### src/rtl/sync_fifo_p.sv
// rtl/sync_fifo_p.sv - single-clock FIFO with occupancy flags and sticky error flags
module sync_fifo_p #(
    parameter int DATA_W    = 8,
    parameter int ADDR_W    = 4,
    parameter int AFULL_TH  = 12,
    parameter int AEMPTY_TH = 4
) (
    input  logic              clk,
    input  logic              reset_p,
    input  logic              wr_en,
    input  logic [DATA_W-1:0] wr_data,
    input  logic              rd_en,
    output logic [DATA_W-1:0] rd_data,
    output logic              rd_valid,
    output logic              full,
    output logic              empty,
    output logic              almost_full,
    output logic              almost_empty,
    output logic [ADDR_W:0]   count,
    output logic              overflow,
    output logic              underflow,
    input  logic              clr_err
);

    localparam int              DEPTH    = 1 << ADDR_W;
    localparam logic [ADDR_W:0] CNT_ONE  = (ADDR_W+1)'(1);
    localparam logic [ADDR_W:0] FULL_LVL = (ADDR_W+1)'(DEPTH);
    localparam logic [ADDR_W:0] AF_LVL   = (ADDR_W+1)'(AFULL_TH);
    localparam logic [ADDR_W:0] AE_LVL   = (ADDR_W+1)'(AEMPTY_TH);
    localparam logic [ADDR_W-1:0] PTR_ONE = ADDR_W'(1);

    logic [DATA_W-1:0] mem_q [DEPTH];

    logic [ADDR_W-1:0] wr_ptr_q, wr_ptr_d;
    logic [ADDR_W-1:0] rd_ptr_q, rd_ptr_d;
    logic [ADDR_W:0]   count_q, count_d;
    logic [DATA_W-1:0] rd_data_q;
    logic              rd_valid_q;
    logic              full_q, full_d;
    logic              empty_q, empty_d;
    logic              afull_q, afull_d;
    logic              aempty_q, aempty_d;
    logic              ovf_q, ovf_d;
    logic              unf_q, unf_d;
    logic              wr_acc, rd_acc;

    // A write into a full FIFO is legal when the same edge pops a word.
    always_comb begin
        wr_acc   = wr_en & (~full_q | rd_en);
        rd_acc   = rd_en & ~empty_q;
        wr_ptr_d = wr_ptr_q;
        rd_ptr_d = rd_ptr_q;
        count_d  = count_q;
        if (wr_acc) wr_ptr_d = wr_ptr_q + PTR_ONE;
        if (rd_acc) rd_ptr_d = rd_ptr_q + PTR_ONE;
        if (wr_acc && !rd_acc)      count_d = count_q + CNT_ONE;
        else if (rd_acc && !wr_acc) count_d = count_q - CNT_ONE;

        full_d   = (count_d == FULL_LVL);
        empty_d  = (count_d == '0);
        afull_d  = (count_d >= AF_LVL);
        aempty_d = (count_d <= AE_LVL);

        // A new error outranks a coincident clear.
        ovf_d = ovf_q;
        unf_d = unf_q;
        if (clr_err) begin
            ovf_d = 1'b0;
            unf_d = 1'b0;
        end
        if (wr_en && full_q && !rd_en) ovf_d = 1'b1;
        if (rd_en && empty_q)          unf_d = 1'b1;
    end

    always_ff @(posedge clk or posedge reset_p) begin
        if (reset_p) begin
            wr_ptr_q   <= '0;
            rd_ptr_q   <= '0;
            count_q    <= '0;
            rd_data_q  <= '0;
            rd_valid_q <= 1'b0;
            full_q     <= 1'b0;
            empty_q    <= 1'b1;
            afull_q    <= (AFULL_TH == 0);
            aempty_q   <= 1'b1;
            ovf_q      <= 1'b0;
            unf_q      <= 1'b0;
        end else begin
            wr_ptr_q   <= wr_ptr_d;
            rd_ptr_q   <= rd_ptr_d;
            count_q    <= count_d;
            rd_valid_q <= rd_acc;
            if (rd_acc) rd_data_q <= mem_q[rd_ptr_q];
            full_q     <= full_d;
            empty_q    <= empty_d;
            afull_q    <= afull_d;
            aempty_q   <= aempty_d;
            ovf_q      <= ovf_d;
            unf_q      <= unf_d;
        end
    end

    always_ff @(posedge clk) begin
        if (wr_acc) mem_q[wr_ptr_q] <= wr_data;
    end

    assign rd_data      = rd_data_q;
    assign rd_valid     = rd_valid_q;
    assign full         = full_q;
    assign empty        = empty_q;
    assign almost_full  = afull_q;
    assign almost_empty = aempty_q;
    assign count        = count_q;
    assign overflow     = ovf_q;
    assign underflow    = unf_q;

endmodule

### config.mk
export PLATFORM = sky130hd
export DESIGN_NAME = sync_fifo_p
export DESIGN_NICKNAME = d
export VERILOG_FILES = /design/src/rtl/sync_fifo_p.sv
export SDC_FILE = /design/constraint.sdc
export NUM_CORES = 1
export LEC_CHECK = 0
export BUFFER_PORTS_ARGS = -buffer_cell sky130_fd_sc_hd__buf_2
export CAP_MARGIN = 20
export CELL_PAD_IN_SITES_DETAIL_PLACEMENT = 0
export CELL_PAD_IN_SITES_GLOBAL_PLACEMENT = 1
export CORE_MARGIN = 8
export CORE_UTILIZATION = 47
export DETAILED_ROUTE_END_ITERATION = 12
export PLACE_DENSITY = 0.73
export SYNTH_ARGS = -nofsm -noshare
export SYNTH_HDL_FRONTEND = slang
export SYNTH_SLANG_ARGS = --single-unit
### constraint.sdc
create_clock -name clk -period 1.53 [get_ports clk]
set_input_delay 0.306 -clock clk [delete_from_list [all_inputs] [get_ports clk]]
set_output_delay 0.306 -clock clk [all_outputs]
set_load 0.05 [all_outputs]
==> results of run 1 <==
-- logic make-up after synthesis --
family	after synthesis
flops	156
simple gates	55
mux	47
compound gates	36
buf+inv	26
xor+xnor	10
fa+ha+maj	7
-- worst max-delay path, cell delays in order, from the launching register on --
cell	delay [ns]
dfrtp_2	0.44
clkbuf_16	0.18
buf_6	0.09
mux4_2	0.50
mux2i_2	0.20
a31oi_1	0.13
-- sequential cells by signal, summed over array words and instances, names as in the netlist, 4 cells and up --
signal and flops:
wr_ptr_q 4, rd_ptr_q 4, mem_q 128, rd_data 8, count 5
-- metrics by stage --
step	power [mW]	worst slack, ns
global placement	11.08	-0.2250
finish	16.28	-0.1605
CTS	15.72	-0.1604
floorplan	9.332	-0.2865
global route	17.01	-0.2178
detailed placement	11.20	-0.2242
-- cells in the final DEF, fill, tap and decap left out, drive strengths merged, types with 6 or more instances in the layout --
| cell | n |
|---|---|
| o22ai | 9 |
| ha | 7 |
| clkinvlp | 6 |
| mux2i | 12 |
| xnor2 | 9 |
| a31oi | 7 |
| mux2 | 7 |
| mux4 | 28 |
| nand2 | 15 |
| and2 | 17 |
| inv | 12 |
| edfxtp | 128 |
| dfrtp | 26 |
| buf | 80 |
| clkbuf | 21 |
-- where the power goes --
group          switching, mW  leakage, nW  internal (mW)  total, mW
clock                   1.65        0.260           2.40       4.05
combinational           3.31         1.14           3.16       6.47
sequential             0.457         1.48           5.31       5.77
-- per-layer routing --
metal	share of wire, %	up-vias
met3	6.5	8
li1	-	1510
met5	0	-
met1	41	1723
met4	0.94	0
met2	52	79
-- final cells by class --
class | instances | area (µm²) | share of cell area, %
repair buffers | 85 | 777.0 | 9.723
clock buffers | 18 | 429.2 | 5.370
flip-flops and latches | 156 | 4553 | 56.98
well taps | 176 | 220.2 | 2.756
inverters | 11 | 41.29 | 0.5167
clock inverters | 14 | 147.6 | 1.848
multi-input cells | 155 | 1823 | 22.81
-- worst paths after layout --
check / start / cells after the start / slack, ns / to
setup / recovery: rd_ptr_q[0] / 5 / -0.16 / rd_data[7]
hold / removal: clr_err / 2 / 0.1 / underflow
setup reg to reg: rd_ptr_q[0] / 5 / -0.16 / rd_data[7]
hold reg to reg: rd_data[5] / 2 / 0.50 / rd_data[5]
max in group asynchronous: reset_p / 4 / 0.68 / empty
min in group asynchronous: reset_p / 4 / 0.52 / rd_data[4]
-- timing repair --
action	4_1_cts	5_1_grt
gates cloned	1	2
endpoints found under the setup margin	69	82
pin swaps	6	8
hold buffers	1	0
setup buffers	3	6
gates resized for setup	28	30
hold endpoints to repair	26	0
==> run summary, run 1 <==
Status - finished with violations
Failing checks - setup timing
Post-DRT Antenna Nets - 0
Met3 Use GR - 5.221%
Top_reg_cell synth - edfxtp_1
Compound-Gate Fraction of Synth Area - 3.884%
Multiplexer share of the synthesized area - 13.27%
CP startpoint kind - flop
Worst min path class - primary input to flop
Via density - 5.398
Critical Path AT - 1.96 ns
Met1 usage - 19.09%
Die H - 131.3 µm
Worst-Skew Late Latency - 0.42 ns
Final worst hold slack - 0.09613 ns
Hpwl dp - 8400 µm
Syn Std Cell Area - 6250 µm²
Commonest cells post-synth - 128 x edfxtp_1, 28 x mux4_2, 26 x dfrtp_1
XOR/XNOR Fraction of Synth Area - 1.522%
Mapped Cells - 337
Post-synth EDFFs - 128
Largest family of logic cells by synthesized area - multiplexers
Count leader, synth - edfxtp_1
Chip width - 131.3 µm
Initial antenna violation count - 0
Core Region - 13140 µm²
Synth warn - 0
Synth area leader - edfxtp_1
Final max-slew violation count - 0
Routed wire per std cell - 21.30 µm
Clock root cell - clkbuf_16
GRT Overall Usage - 15.59%
Final Non-Filler Cells - 615
RSZ-0062 raised after global routing - yes
Area delta synth->final - 27.87%
Vias - 3320
WL final - 13100 µm
Max H-tree Level - 4
Starting Density - 47.57%
Sequential area share after synthesis - 72.75%
Placed inst area - 7017 µm²
Critical Path RT - 1.80 ns
Initial DRC Count - 231
First-pass iteration count of the detailed router - 4
N_diodes - 0
Die area - 17240 µm²
Yosys top cell area share - 61.50%
Synth Area in Adders - 1.401%
Max clock buf depth - 2
Core Util, Final - 60.83%
Pin count of the biggest net entering global routing - 29
RD Place Congestion - 0.7638
Met2 usage - 25.73%
Synthesized area per cell - 18.55 µm²
GRT Residual Overflow - 0
Placed Cells - 570
Finished Cell Area - 7991 µm²
Grt peak-use layer - met2
Syn_nets - 357
Critical path class - flop to flop
Reg clk slew, reported paths - 0.06 ns
Global-route wire length before repair - 19980 µm
CTS tree - yes
Vias in the first global route - 3481
Max_cap viols - 0
Top cells by area, synth - edfxtp_1 62%, dfrtp_1 10%, mux4_2 10%
Worst Path Max Fanout - 6
Filler cell count - 954
VDD IR max - 0.9139 mV
# rows - 42
Fmax - 591.5 MHz
Proportion of layout cells with a drive suffix above 1 - 48.06%
Synth Area in Simple Gates - 5.085%
Worst setup EP type - flop
Pwr dens - 2037 nW/µm²
Async SR Flop Fraction - 17.95%
Worst-margin pin slew - 0.4329 ns
Final setup fails - 12
Slew HR - 71.14%
DRC Markers - 0
Top Ports - 33
Final setup margin - -0.1605 ns
# clock sinks - 156
Count of cell types in the netlist - 43
# port buffers - 32
Hold Vio Cnt, Final - 0
Synthesized flop and latch total - 156
P_leak - 2.878 nW
CTS Buf Count - 17
Final period utilization - 110.5%
Clk_skew - 0.01018 ns
Setup TNS - -1.246 ns
Clock period minus worst slack - 1.690 ns
Final Net Count - 446
Note: power is estimated with default switching activity, not from simulation.
==> run 2: changes to the inputs <==
Settings changed: CORE_UTILIZATION 47 to 50, PLACE_DENSITY 0.73 to unset, PLACE_DENSITY_LB_ADDON set to 0.08.
Clock period 1.53 ns to 1.98 ns, I/O delays scaled along.
==> run 2 against run 1 <==
  * The flow now finishes without violations
  * Combinational power shrank 44%
  * Setup slack gained 0.33 ns
  * Register-to-register slack gained 0.33 ns
  * Largest cell class unchanged
  * Flip-flop and latch count is the same
==> run summary, run 2 (synthesized netlist as in run 1, its figures left out) <==
CTS tree - yes
VDD IR max - 0.9245 mV (+1.2%)
CTS Buf Count - 17 (unchanged)
RSZ-0062 raised after global routing - no
Die H - 127.8 µm (-2.7%)
Critical Path RT - 2.05 ns (+0.25 ns)
Critical Path AT - 1.88 ns (-0.08 ns)
Clock period minus worst slack - 1.809 ns (+0.1188 ns)
Largest register FFs - 128 (unchanged)
Vias in the first global route - 3222 (-7.4%)
Setup TNS - 0 ns (+1.246 ns)
Final Non-Filler Cells - 577 (-6.2%)
Chip width - 127.8 µm (-2.7%)
Critical Path, Cell by Cell - nand2b_4 -> nand2_1 -> nor3b_1 -> and2_1
# port buffers - 32 (unchanged)
Worst setup EP type - flop
Fmax - 552.7 MHz (-6.6%)
Global-route wire length before repair - 19310 µm (-3.4%)
Clk_skew - 0.009088 ns (-0.001097 ns)
# rows - 41 (-2.4%)
Final Net Count - 413 (-7.4%)
Worst min path class - primary input to flop
Cell family with most CP delay - simple AND/OR/NAND/NOR gates
Worst-margin pin slew - 0.5347 ns (+0.1018 ns)
Placed Cells - 545 (-4.4%)
Largest Register - mem_q
Combinational share of power - 31.8% (-7.9 points)
Max_cap viols - 0 (unchanged)
# clock sinks - 156 (unchanged)
DRC Markers - 0 (unchanged)
Proportion of layout cells with a drive suffix above 1 - 31.60% (-16 points)
CP peak stage delay - 0.45 ns (-0.05 ns)
Top Ports - 33 (unchanged)
Via density - 5.442 (+0.81%)
P_leak - 2.622 nW (-8.9%)
Pwr dens - 1542 nW/µm² (-24%)
GRT Residual Overflow - 0 (unchanged)
Hold buffers post-CTS - 1 (unchanged)
Post-CTS setup buffer count - 0 (-3)
Slowest CP cell - and2_1
N_diodes - 0 (unchanged)
Final period utilization - 91.38% (-19 points)
Area delta synth->final - 17.80%
GRT Overall Usage - 16.59% (+1.0 points)
Hold Vio Cnt, Final - 0 (unchanged)
Post-DRT Antenna Nets - 0 (unchanged)
Placed inst area - 6755 µm² (-3.7%)
Hpwl dp - 8302 µm (-1.2%)
Vias - 3140 (-5.4%)
Clk network pwr share - 28.8% (+4.0 points)
Finished Cell Area - 7362 µm² (-7.9%)
Final setup fails - 0 (-12)
Seq pwr share - 39.4% (+4.0 points)
Initial DRC Count - 261 (+13%)
CP startpoint kind - flop
WP buf/inv - 0 (-2)
Max clock buf depth - 2 (unchanged)
First-pass iteration count of the detailed router - 4 (unchanged)
Worst Path Max Fanout - 8 (+2)
Critical path class - flop to flop
Sw Share - 33.29% (+0.047 points)
Die area - 16330 µm² (-5.3%)
Slew HR - 64.32% (-6.8 points)
Worst-Skew Late Latency - 0.42 ns (about the same)
Pint - 7.573 mW (-30%)
RD Place Congestion - 0.7291 (-4.5%)
Max H-tree Level - 4 (unchanged)
WL final - 12370 µm (-5.6%)
Starting Density - 50.34% (+2.8 points)
Most frequent cells in the layout - 128 x edfxtp_1, 32 x buf_2, 28 x mux4_2, 25 x dfrtp_1, 17 x clkbuf_16
Most common cell after layout, fill and taps aside - edfxtp_1
P_sw - 3.778 mW (-30%)
Status - finished, final reports clean
CTS resizes - 0 (-100%)
Initial antenna violation count - 0 (unchanged)
Core Region - 12410 µm² (-5.5%)
Routed wire per std cell - 21.44 µm (+0.65%)
Clock root cell - clkbuf_16
Reg clk slew, reported paths - 0.06 ns (about the same)
Pin count of the biggest net entering global routing - 21 (-28%)
Final max-slew violation count - 0 (unchanged)
run 2: cell types whose count changed in the layout (fill, tap and decap cells not counted), sizes merged:
cell	change
bufbuf	-1
bufinv	+1
clkbuf	-3
clkinv	-1
inv	+2
buf	-29
clkinvlp	-3
run 2: layout make-up:
type	instances	area [µm²]
flip-flops and latches	156	4548
clock buffers	18	429.2
fillers	968	5052
clock inverters	13	167.7
well taps	172	215.2
inverters	11	41.29
repair buffers	52	387.9
multi-input cells	155	1573
run 2: per-stage QoR:
| step | total power [mW] | hold WS, ns | utilization [%] | setup slack [ns] |
|---|---|---|---|---|
| finish | 11.35 | 0.1825 | 59.30 | 0.1707 |
| detailed placement | 8.211 | 0.4466 | 54.41 | 0.02516 |
| floorplan | 7.085 | 0.4599 | - | 0.1314 |
| global placement | 8.188 | 0.4445 | 54.41 | 0.02309 |
| CTS | 11.49 | 0.1632 | 59.30 | 0.1734 |
| global route | 11.92 | 0.1706 | 59.30 | 0.02975 |
run 2: worst reg2reg max path, stage by stage (launching register included):
cell and delay [ns]:
dfrtp_1 0.40, nand2b_4 0.09, nand2_1 0.10, nor3b_1 0.42, and2_1 0.45
run 2: power groups by stage:
stage / clock network, mW / registers, mW / logic [mW]
2_1_floorplan: 0 / 4.97 / 2.11
3_3_place_gp: 0 / 4.53 / 3.66
3_5_place_dp: 0 / 4.53 / 3.68
4_1_cts: 3.33 / 4.48 / 3.69
5_1_grt: 3.47 / 4.55 / 3.91
6_report: 3.27 / 4.47 / 3.61
run 2: path summary, 6_finish.rpt:
path	slack, ns	startpoint	to	depth (start not counted)
setup / recovery	0.17	full	mem_q[10][4]	4
hold / removal	0.18	clr_err	overflow	2
setup reg to reg	0.17	full	mem_q[10][4]	4
hold reg to reg	0.51	rd_data[4]	rd_data[4]	2
max in group asynchronous	0.92	reset_p	rd_ptr_q[0]	4
min in group asynchronous	0.57	reset_p	count[1]	3
run 2: layer usage:
layer	share of wire (%)	global-route usage [%]	wire length (µm)
met5	0	0	0
met4	0.80	6.503	99
met3	4.9	4.784	608
met2	48	24.70	5894
met1	47	22.58	5769
